## src/rtl/bk_slot_sequencer_if.sv

```systemverilog
// ============================================================================
// Module   : bk_slot_sequencer_if
// Brief    : hps_io sector handshake bundle (sd_lba/sd_rd/sd_wr/sd_ack).
// Revision : 1.0
// ============================================================================
`default_nettype none

interface bk_slot_sequencer_if;
  logic [31:0] sd_lba;
  logic        sd_rd;
  logic        sd_wr;
  logic        sd_ack;

  modport master (output sd_lba, output sd_rd, output sd_wr, input sd_ack);
  modport slave  (input sd_lba, input sd_rd, input sd_wr, output sd_ack);
endinterface

`default_nettype wire

```

## src/rtl/bk_slot_sequencer.sv

```systemverilog
// ============================================================================
// Module   : bk_slot_sequencer
// Brief    : Backup-RAM slot load/save sector sequencer with ack timeout and
//            dirty-tracking autosave.
// Revision : 1.0
// ============================================================================
`default_nettype none

module bk_slot_sequencer #(
  parameter int SECTORS        = 64,
  parameter int SLOTS          = 4,
  parameter int SLOT_W         = 2,
  parameter int BASE_LBA       = 0,
  parameter int TIMEOUT        = 1048576,
  parameter int AUTOSAVE_DELAY = 4194304
) (
  input  wire logic              clk_sys,
  input  wire logic              reset,
  input  wire logic              bk_ena,
  input  wire logic              load_req,
  input  wire logic              save_req,
  input  wire logic [SLOT_W-1:0] slot,
  input  wire logic              autosave_en,
  input  wire logic              dirty,
  bk_slot_sequencer_if.master    sd,
  output logic [15:0]            sector_idx,
  output logic                   bk_loading,
  output logic                   bk_busy,
  output logic                   bk_done,
  output logic                   bk_err
);

  localparam logic [15:0] c_last_idx     = 16'(SECTORS - 1);
  localparam logic [31:0] c_timeout_last = 32'(TIMEOUT - 1);
  localparam logic [31:0] c_autosave     = 32'(AUTOSAVE_DELAY);
  localparam logic [31:0] c_base         = 32'(BASE_LBA);
  localparam logic [31:0] c_sectors      = 32'(SECTORS);
  localparam logic [31:0] c_slots        = 32'(SLOTS);

  typedef enum logic [2:0] {
    ST_IDLE    = 3'd0,
    ST_ISSUE   = 3'd1,
    ST_WAIT_HI = 3'd2,
    ST_WAIT_LO = 3'd3,
    ST_ERROR   = 3'd4
  } state_t;

  state_t            r_state;
  logic              r_load_prev;
  logic              r_save_prev;
  logic              r_dirty;
  logic              r_is_load;
  logic [31:0]       r_quiet;
  logic [31:0]       r_timer;
  logic [SLOT_W-1:0] r_slot;

  logic              w_load_edge;
  logic              w_save_edge;
  logic              w_auto;
  logic              w_start;
  logic [SLOT_W-1:0] w_start_slot;
  logic              w_slot_ok;
  logic              w_save_start;
  logic              w_load_done;
  logic              w_quiet_run;

  assign w_load_edge  = load_req & ~r_load_prev & bk_ena;
  assign w_save_edge  = save_req & ~r_save_prev & bk_ena;
  assign w_auto       = autosave_en & bk_ena & r_dirty & (r_quiet == c_autosave);
  assign w_start      = (r_state == ST_IDLE) & (w_load_edge | w_save_edge | w_auto);
  // Manual requests use the live slot input; autosave reuses the last latched slot.
  assign w_start_slot = (w_load_edge | w_save_edge) ? slot : r_slot;
  assign w_slot_ok    = 32'(w_start_slot) < c_slots;
  assign w_save_start = w_start & ~w_load_edge & w_slot_ok;
  assign w_load_done  = (r_state == ST_WAIT_LO) & ~sd.sd_ack & r_is_load &
                        (sector_idx == c_last_idx);
  assign w_quiet_run  = (r_state == ST_IDLE) & autosave_en & bk_ena & r_dirty &
                        (r_quiet != c_autosave);

  always_ff @(posedge clk_sys) begin
    if (reset) begin
      r_state     <= ST_IDLE;
      r_load_prev <= load_req;
      r_save_prev <= save_req;
      r_dirty     <= 1'b0;
      r_is_load   <= 1'b0;
      r_quiet     <= '0;
      r_timer     <= '0;
      r_slot      <= '0;
      sd.sd_lba   <= '0;
      sd.sd_rd    <= 1'b0;
      sd.sd_wr    <= 1'b0;
      sector_idx  <= '0;
      bk_loading  <= 1'b0;
      bk_busy     <= 1'b0;
      bk_done     <= 1'b0;
      bk_err      <= 1'b0;
    end else begin
      r_load_prev <= load_req;
      r_save_prev <= save_req;
      bk_done     <= 1'b0;

      // A write by the core always wins, so writes during a save re-arm autosave.
      if (dirty) begin
        r_dirty <= 1'b1;
        r_quiet <= '0;
      end else if (w_save_start || w_load_done) begin
        r_dirty <= 1'b0;
        r_quiet <= '0;
      end else if (w_quiet_run) begin
        r_quiet <= r_quiet + 32'd1;
      end

      case (r_state)
        ST_IDLE: begin
          if (w_start) begin
            if (!w_slot_ok) begin
              bk_err <= 1'b1;
            end else begin
              r_slot     <= w_start_slot;
              r_is_load  <= w_load_edge;
              bk_err     <= 1'b0;
              sector_idx <= '0;
              bk_busy    <= 1'b1;
              bk_loading <= w_load_edge;
              r_state    <= ST_ISSUE;
            end
          end
        end

        ST_ISSUE: begin
          sd.sd_lba <= c_base + 32'(r_slot) * c_sectors + 32'(sector_idx);
          sd.sd_rd  <= r_is_load;
          sd.sd_wr  <= ~r_is_load;
          r_timer   <= '0;
          r_state   <= ST_WAIT_HI;
        end

        ST_WAIT_HI: begin
          if (sd.sd_ack) begin
            sd.sd_rd <= 1'b0;
            sd.sd_wr <= 1'b0;
            r_timer  <= '0;
            r_state  <= ST_WAIT_LO;
          end else if (r_timer == c_timeout_last) begin
            sd.sd_rd   <= 1'b0;
            sd.sd_wr   <= 1'b0;
            bk_err     <= 1'b1;
            bk_busy    <= 1'b0;
            bk_loading <= 1'b0;
            r_state    <= ST_ERROR;
          end else begin
            r_timer <= r_timer + 32'd1;
          end
        end

        ST_WAIT_LO: begin
          if (!sd.sd_ack) begin
            if (sector_idx == c_last_idx) begin
              bk_busy    <= 1'b0;
              bk_loading <= 1'b0;
              bk_done    <= 1'b1;
              r_state    <= ST_IDLE;
            end else begin
              sector_idx <= sector_idx + 16'd1;
              r_state    <= ST_ISSUE;
            end
          end else if (r_timer == c_timeout_last) begin
            sd.sd_rd   <= 1'b0;
            sd.sd_wr   <= 1'b0;
            bk_err     <= 1'b1;
            bk_busy    <= 1'b0;
            bk_loading <= 1'b0;
            r_state    <= ST_ERROR;
          end else begin
            r_timer <= r_timer + 32'd1;
          end
        end

        ST_ERROR: begin
          // sector_idx is left untouched so the failing sector stays visible.
          sd.sd_rd   <= 1'b0;
          sd.sd_wr   <= 1'b0;
          bk_err     <= 1'b1;
          bk_busy    <= 1'b0;
          bk_loading <= 1'b0;
          r_state    <= ST_IDLE;
        end

        default: r_state <= ST_IDLE;
      endcase
    end
  end

endmodule

`default_nettype wire
```

## src/flat_wrapper.sv

```systemverilog
// flat-port wrapper written by rule: the top's interface ports become plain ports
module bk_slot_sequencer_flat 
#(
  parameter int SECTORS        = 64,
  parameter int SLOTS          = 4,
  parameter int SLOT_W         = 2,
  parameter int BASE_LBA       = 0,
  parameter int TIMEOUT        = 1048576,
  parameter int AUTOSAVE_DELAY = 4194304
)
  (clk_sys, reset, bk_ena, load_req, save_req, slot, autosave_en, dirty, sector_idx, bk_loading, bk_busy, bk_done, bk_err, sd_sd_lba, sd_sd_rd, sd_sd_wr, sd_sd_ack);
  bk_slot_sequencer_if sd_i ();
  input  wire logic clk_sys;
  input  wire logic reset;
  input  wire logic bk_ena;
  input  wire logic load_req;
  input  wire logic save_req;
  input  wire logic [SLOT_W-1:0] slot;
  input  wire logic autosave_en;
  input  wire logic dirty;
  output logic [15:0] sector_idx;
  output logic bk_loading;
  output logic bk_busy;
  output logic bk_done;
  output logic bk_err;
  output wire logic [$bits(sd_i.sd_lba)-1:0] sd_sd_lba;
  output wire logic [$bits(sd_i.sd_rd)-1:0] sd_sd_rd;
  output wire logic [$bits(sd_i.sd_wr)-1:0] sd_sd_wr;
  input wire logic [$bits(sd_i.sd_ack)-1:0] sd_sd_ack;
  assign sd_sd_lba = sd_i.sd_lba;
  assign sd_sd_rd = sd_i.sd_rd;
  assign sd_sd_wr = sd_i.sd_wr;
  assign sd_i.sd_ack = sd_sd_ack;
  bk_slot_sequencer #(.SECTORS(SECTORS), .SLOTS(SLOTS), .SLOT_W(SLOT_W), .BASE_LBA(BASE_LBA), .TIMEOUT(TIMEOUT), .AUTOSAVE_DELAY(AUTOSAVE_DELAY)) u_core (.clk_sys(clk_sys), .reset(reset), .bk_ena(bk_ena), .load_req(load_req), .save_req(save_req), .slot(slot), .autosave_en(autosave_en), .dirty(dirty), .sd(sd_i), .sector_idx(sector_idx), .bk_loading(bk_loading), .bk_busy(bk_busy), .bk_done(bk_done), .bk_err(bk_err));
endmodule
```

## config.mk

```make
export PLATFORM = sky130hd
export DESIGN_NAME = bk_slot_sequencer_flat
export DESIGN_NICKNAME = d
export VERILOG_FILES = /design/src/rtl/bk_slot_sequencer_if.sv /design/src/rtl/bk_slot_sequencer.sv /design/src/flat_wrapper.sv
export SDC_FILE = /design/constraint.sdc
export NUM_CORES = 1
export LEC_CHECK = 0
export CORE_MARGIN = 5
export CORE_UTILIZATION = 56
export CTS_CLUSTER_DIAMETER = 80
export CTS_CLUSTER_SIZE = 30
export DETAILED_ROUTE_END_ITERATION = 8
export GPL_TIMING_DRIVEN = 0
export MAX_ROUTING_LAYER = met4
export PLACE_DENSITY = 0.86
export SYNTH_ARGS = -nofsm -noshare
export SYNTH_HDL_FRONTEND = slang
export SYNTH_SLANG_ARGS = --single-unit
```

## constraint.sdc

```tcl
create_clock -name clk_sys -period 2.8 [get_ports clk_sys]
set_input_delay 0.7 -clock clk_sys [delete_from_list [all_inputs] [get_ports clk_sys]]
set_output_delay 0.7 -clock clk_sys [all_outputs]
set_load 0.01 [all_outputs]
```

==> results.json, run 1 <==
{
  "status": "finished clean",
  "synth_cell_type_count": 61,
  "async_reset_ff_share_pct": 0,
  "cts_max_level": 3,
  "rrSetupSlack_ns": 0.29,
  "die_h_um": 109,
  "fmax_ghz": 0.381,
  "io_pins": 64,
  "min_from": "u_core.sd.sd_lba[16]$_SDFFE_PP0P_",
  "rows": 36,
  "die_w_um": 109,
  "cp_slowest_cell": "clkdlybuf4s50_1",
  "grt_overflow": 0,
  "cts_tree": "built",
  "grt_pass1_wl_um": 21500,
  "whs_endpoint": "u_core.sd.sd_lba[16]$_SDFFE_PP0P_",
  "synth_edf_count": 0,
  "crit_chain": "clkdlybuf4s50_1, nand3b_1, nor3b_4, a21bo_2, buf_2, buf_2, o41ai_1, a21oi_1",
  "core_area_mm2": 0.00964,
  "ant_nets": 0,
  "post_drt_via_cell_ratio": 5.60,
  "power.leakage_uw": 0.00210,
  "start_kind": "primary input",
  "r2r-end": "u_core.r_quiet[2]$_SDFFE_PP0P_",
  "n_antenna_cell": 0,
  "maxSlewViolCount": 0,
  "synthCells": 652,
  "netlist_area_mm2": 0.00544,
  "final_net_count": 744,
  "multi_input_area_mm2": 0.00296,
  "min_period_ns": 2.63,
  "seqCellArea_mm2": 0.00224,
  "clock_skew_ns": 0.0186,
  "slowest_delay_ns": 0.60,
  "critPathMaxFanout": 10,
  "antenna_found_initial": 0,
  "routedWlPerCell_um": 14.7,
  "hp-class": "flop to flop",
  "drt-total-wl_um": 12700,
  "cts.clk_slew.worst_paths_ns": 0.11,
  "worstSkewPairLatency_ns": 0.37,
  "drc": 0,
  "ys_seq_area_share_pct": 41.3,
  "grt_max_degree": 20,
  "reg2reg_depth": 10,
  "ys.flop_type": "dfxtp_1",
  "dieArea_mm2": 0.0118,
  "layout_common_cells": "dfxtp_1 (112), nor2_1 (99), nand2_1 (53), clkdlybuf4s50_1 (47), xnor2_1 (43)",
  "ys_seq_elements": 112,
  "synthToLayoutAreaGrowth_pct": 17.5,
  "drt-initial-drc-count": 282,
  "yosys_warnings": 0,
  "max_slew.worst_pin.slew_ns": 0.755,
  "worst-setup-path-type": "primary input to flop",
  "power_density_mw_per_mm2": 458,
  "cts_buffer_depth": 2,
  "crit_top_cell": "buf_2",
  "r2r_start": "u_core.r_quiet[0]$_SDFFE_PP0P_",
  "cp_data_arrival_time_ns": 2.86,
  "grt_pass1_vias": 4691,
  "gr-usage-all-layers_pct": 23.1,
  "dp_hpwl_um": 9440,
  "drive_gt1_share_pct": 8.47,
  "clock-sinks": 112,
  "fin_setup_tns_ns": 0,
  "portBuffers": 48,
  "dp.cells": 847,
  "end_kind": "flop",
  "cts_buffers": 9,
  "fillers": 793,
  "hold_depth": 2,
  "stdcell_count": 865,
  "maxCapViolCount": 0,
  "initial_core_util_pct": 56.4,
  "final_common_cell": "dfxtp_1",
  "required_ns": 3.04,
  "gp_congestion": 0.887,
  "avgSynthCellArea_um2": 8.34,
  "irDropWorstVdd_mv": 0.252,
  "clockRootBuffer": "clkbuf_8",
  "relSlewSlack_pct": 49.2,
  "final_hold_viol_count": 0,
  "vias": 4840,
  "setup_viol": 0,
  "period_share_pct": 93.8,
  "drt_first_pass_iters": 5
}
-- report_power, final --
part           leakage [uW]  internal, uW  total (uW)  switching, uW
Combinational       0.00110           124         295            171
Sequential         0.000905          1620        1640           17.1
Clock             0.0000954           427         989            562
-- stage by stage --
step	total power (uW)	hold slack, ns	instance area [um2]	utilization (%)	setup WS, ns
6_report	2920	0.461	6380	66.2	0.174
3_5_place_dp	1950	0.450	6130	63.6	-0.389
4_1_cts	2920	0.466	6340	65.7	0.00469
2_1_floorplan	1860	0.442	5490	-	0.429
3_3_place_gp	1950	0.443	6130	63.6	-0.328
5_1_grt	3030	0.493	6380	66.2	-0.00149
-- final cells by class --
type,count,share of cell area (%)
multi-input combinational,492,46.4
sequential,112,35.1
timing repair buffer,50,7.80
buffer,43,3.78
tap,133,2.61
clock buffer,10,2.00
clock inverter,6,1.16
inverter,19,1.12
-- cells by family (layout without fill, tap and decap cells) --
| group | count (synthesis) | after routing | share of synthesized area [%] |
|---|---|---|---|
| AO/OA/AOI/OAI | 84 | 84 | 10.1 |
| XOR/XNOR | 74 | 74 | 11.9 |
| adder cells (fa/ha/maj) | 7 | 7 | 1.75 |
| buffers and inverters | 62 | 128 | 5.76 |
| flip-flops | 112 | 112 | 41.3 |
| multiplexers | 4 | 4 | 0.737 |
| other | 1 | 15 | 0.0690 |
| AND/OR/NAND/NOR | 308 | 308 | 28.5 |
-- worst max-delay path: cells and delay by family --
family                 cells  cell delay, ns
AOI/OAI and AO/OA          3            0.72
buffers and inverters      3            0.97
and+or+nand+nor            2            0.47
-- Yosys cell counts (3+ instances only) --
cell type,n,area (um2)
dfxtp_1,112,2240
clkbuf_1,19,71.3
ha_1,6,75.1
o21ai_0,19,95.1
o22ai_1,3,18.8
inv_1,19,71.3
nor2_1,99,372
buf_4,15,113
nand2_1,53,199
and3_1,8,50.1
or3_1,12,75.1
nor2b_1,3,18.8
buf_2,7,35.0
nand4_1,22,138
xnor2_1,43,377
a211oi_1,7,52.6
nand3_1,36,180
nor4_1,18,113
and2b_2,3,26.3
xor2_1,31,272
mux2i_1,4,40.0
a21oi_1,34,170
and4_1,8,70.1
nor3_1,23,115
-- worst max-delay path by stage --
stage                     cells after the start                                 end  slack (ns)                      startpoint
after floorplan                               8      u_core.r_quiet[1]$_SDFFE_PP0P_        0.43                        load_req
after global placement                        7  u_core.sector_idx[12]$_SDFFE_PP0P_       -0.33                          bk_ena
after detailed placement                      7  u_core.sector_idx[14]$_SDFFE_PP0P_       -0.39                          bk_ena
after CTS                                     8     u_core.r_timer[11]$_SDFFE_PP0P_       0.005                       sd_sd_ack
after global routing                         10      u_core.r_quiet[2]$_SDFFE_PP0P_      -0.001  u_core.r_quiet[0]$_SDFFE_PP0P_
final                                         8     u_core.r_timer[11]$_SDFFE_PP0P_        0.17                       sd_sd_ack
-- registers in the layout (all words and copies together), names as in the netlist --
register,flops
u_core.r_timer,32
u_core.r_is_load,1
u_core.r_quiet,32
u_core.r_load_prev,1
u_core.bk_done,1
u_core.sd.sd_rd,1
u_core.sd.sd_lba,17
u_core.bk_err,1
u_core.r_dirty,1
u_core.bk_loading,1
u_core.bk_busy,1
u_core.r_state,3
u_core.sd.sd_wr,1
u_core.sector_idx,16
u_core.r_save_prev,1
u_core.r_slot,2
-- per-layer routing --
| metal | part of all wire, % | GRT usage (%) | vias up |
|---|---|---|---|
| li1 | - | - | 2387 |
| met1 | 43 | 27.3 | 2305 |
| met2 | 51 | 40.4 | 127 |
| met3 | 4.5 | 3.82 | 21 |
| met4 | 1.6 | 6.58 | 0 |
| met5 | 0 | - | - |
-- timing repair --
item	4_1_cts	5_1_grt
setup endpoints to repair	0	25
hold buffers	0	0
buffers inserted	0	2
gates resized for setup	0	5
Power figures use the tool's default switching activity.
==> run 2, diff against run 1 <==
TNS_END_PERCENT = 10   (was not set)
==> run 2 against run 1 <==
Effect of this change:
- final cell count is 0.12% lower
- largest power group unchanged
- routed wire length hardly changed
- largest cell class unchanged
- via count is 0.72% lower
- non-clock buffer count is 1 lower
- critical endpoint unchanged
- core utilization is 0.078 points lower
- first-iteration DRC count is 2.1% higher
- highest routed layer unchanged
==> results.json, run 2 (synthesis gave the netlist of run 1 again) <==
{
  "status": "finished clean",
  "portBuffers": 48,
  "cp_num_cells": 8,
  "cts_max_level": 3,
  "reg2reg_depth": 8,
  "power_density_mw_per_mm2": 458,
  "final_common_cell": "dfxtp_1",
  "path_buf_inv": 3,
  "gp_congestion": 0.887,
  "max_slew.worst_pin.slew_ns": 0.750,
  "worst-setup-path-type": "primary input to flop",
  "p_switching_uw": 749,
  "worstSkewPairLatency_ns": 0.37,
  "synthToLayoutAreaGrowth_pct": 17.3,
  "min_period_ns": 2.63,
  "n_antenna_cell": 0,
  "setup_viol": 0,
  "period_share_pct": 94.0,
  "drive_gt1_share_pct": 8.34,
  "top_regs": "u_core.r_quiet: 32 flops, u_core.r_timer: 32 flops, u_core.sd.sd_lba: 17 flops",
  "power.leakage_uw": 0.00210,
  "required_ns": 3.04,
  "dieArea_mm2": 0.0118,
  "p_int_uw": 2170,
  "cts_tree": "built",
  "stdcell_count": 864,
  "pwr-share-seq_pct": 56.1,
  "drt-initial-drc-count": 288,
  "irDropWorstVdd_mv": 0.253,
  "hold_depth": 2,
  "core_area_mm2": 0.00964,
  "ant_nets": 0,
  "final_net_count": 743,
  "vias": 4805,
  "cts_buffer_depth": 2,
  "drt_first_pass_iters": 4,
  "dp.cells": 847,
  "end_kind": "flop",
  "gr-usage-all-layers_pct": 23.1,
  "maxSlewViolCount": 0,
  "post_drt_via_cell_ratio": 5.56,
  "antenna_found_initial": 0,
  "grt_max_degree": 20,
  "cts_buffers": 9,
  "hp-class": "flop to flop",
  "utilization_pct": 66.2,
  "grt_pass1_wl_um": 21500,
  "path_delay_family": "buffers and inverters",
  "crit_top_cell": "buf_2",
  "grt_pass1_vias": 4691,
  "relSlewSlack_pct": 49.5,
  "clock-sinks": 112,
  "crit_chain": "clkdlybuf4s50_1, nand3b_1, nor3b_4, a21bo_2, buf_2, buf_2, o41ai_1, a21oi_1",
  "drt-total-wl_um": 12700,
  "die_h_um": 109,
  "postLayoutSetupSlackWorst_ns": 0.169,
  "cp_data_arrival_time_ns": 2.87,
  "fillers": 795,
  "drc": 0,
  "layout_common_cells": "dfxtp_1 (112), nor2_1 (99), nand2_1 (53), clkdlybuf4s50_1 (47), xnor2_1 (43)",
  "clock_skew_ns": 0.0180,
  "multi_input_area_mm2": 0.00296,
  "final_hold_viol_count": 0,
  "io_pins": 64,
  "pwr-share-clk_pct": 33.9,
  "clockRootBuffer": "clkbuf_8",
  "fmax_ghz": 0.380,
  "p_sw_share_pct": 25.7,
  "rows": 36,
  "routedWlPerCell_um": 14.7,
  "start_kind": "primary input",
  "ctsHoldBuffers": 0,
  "pre_cts_slack_ns": -0.389,
  "critPathMaxFanout": 10,
  "seqCellArea_mm2": 0.00224,
  "dp_hpwl_um": 9440,
  "grt_overflow": 0,
  "maxCapViolCount": 0,
  "slowest_delay_ns": 0.60,
  "die_w_um": 109,
  "cts.clk_slew.worst_paths_ns": 0.11,
  "combPwrFrac_pct": 10.1,
  "initial_core_util_pct": 56.4,
  "cp_slowest_cell": "clkdlybuf4s50_1"
}
[run 2: area by class of cell]
type	count	share of cell area, %
multi-input combinational	492	46.5
sequential	112	35.2
timing repair buffer	49	7.69
buffer	43	3.79
tap	133	2.61
clock buffer	10	2.00
clock inverter	6	1.16
inverter	19	1.12
[run 2: repair_timing]
action | 4_1_cts | 5_1_grt
setup endpoints to repair | 0 | 25
setup buffers | 0 | 1
gates resized for setup | 0 | 5
[run 2: power groups by stage]
| stage | clock network [uW] | registers (uW) | logic, uW |
|---|---|---|---|
| floorplan | 0 | 1680 | 178 |
| global placement | 0 | 1670 | 274 |
| detailed placement | 0 | 1670 | 282 |
| CTS | 1000 | 1640 | 283 |
| global route | 1070 | 1640 | 322 |
| finish | 989 | 1640 | 294 |
[run 2: worst min-delay path: cells and delay by family, from the launching register on]
kind	cells	cell delay (ns)
flops	1	0.32
simple gates	1	0.05
compound gates	1	0.05
[run 2: stage by stage]
| stage | instance area [um2] | total power, uW | TNS, ns | hold WS, ns |
|---|---|---|---|---|
| after floorplan | 5490 | 1860 | 0 | 0.442 |
| after global placement | 6130 | 1950 | -12.45 | 0.443 |
| after detailed placement | 6130 | 1950 | -14.94 | 0.450 |
| after CTS | 6340 | 2920 | 0 | 0.466 |
| after global routing | 6380 | 3030 | -0.00565 | 0.493 |
| final | 6380 | 2920 | 0 | 0.461 |
[run 2: worst paths after layout]
check | startpoint | slack (ns) | endpoint
max | sd_sd_ack | 0.17 | u_core.r_timer[11]$_SDFFE_PP0P_
min | u_core.sd.sd_lba[16]$_SDFFE_PP0P_ | 0.46 | u_core.sd.sd_lba[16]$_SDFFE_PP0P_
max reg2reg | u_core.r_quiet[0]$_SDFFE_PP0P_ | 0.18 | u_core.sector_idx[15]$_SDFFE_PP0P_
min reg2reg | u_core.sd.sd_lba[16]$_SDFFE_PP0P_ | 0.46 | u_core.sd.sd_lba[16]$_SDFFE_PP0P_
[run 2: routing by layer]
metal	track usage [%]	up-vias	share of wire (%)
met5	-	-	0
met2	40.4	144	51
met4	6.58	0	1.9
li1	-	2373	-
met1	27.3	2259	42
met3	3.82	29	5.2
==> run 3, diff against run 2 <==
CTS_CLUSTER_DIAMETER = not set   (was 80)
==> results of run 3 <==
No change in the layout: final DEF, timing and power equal those of run 2.
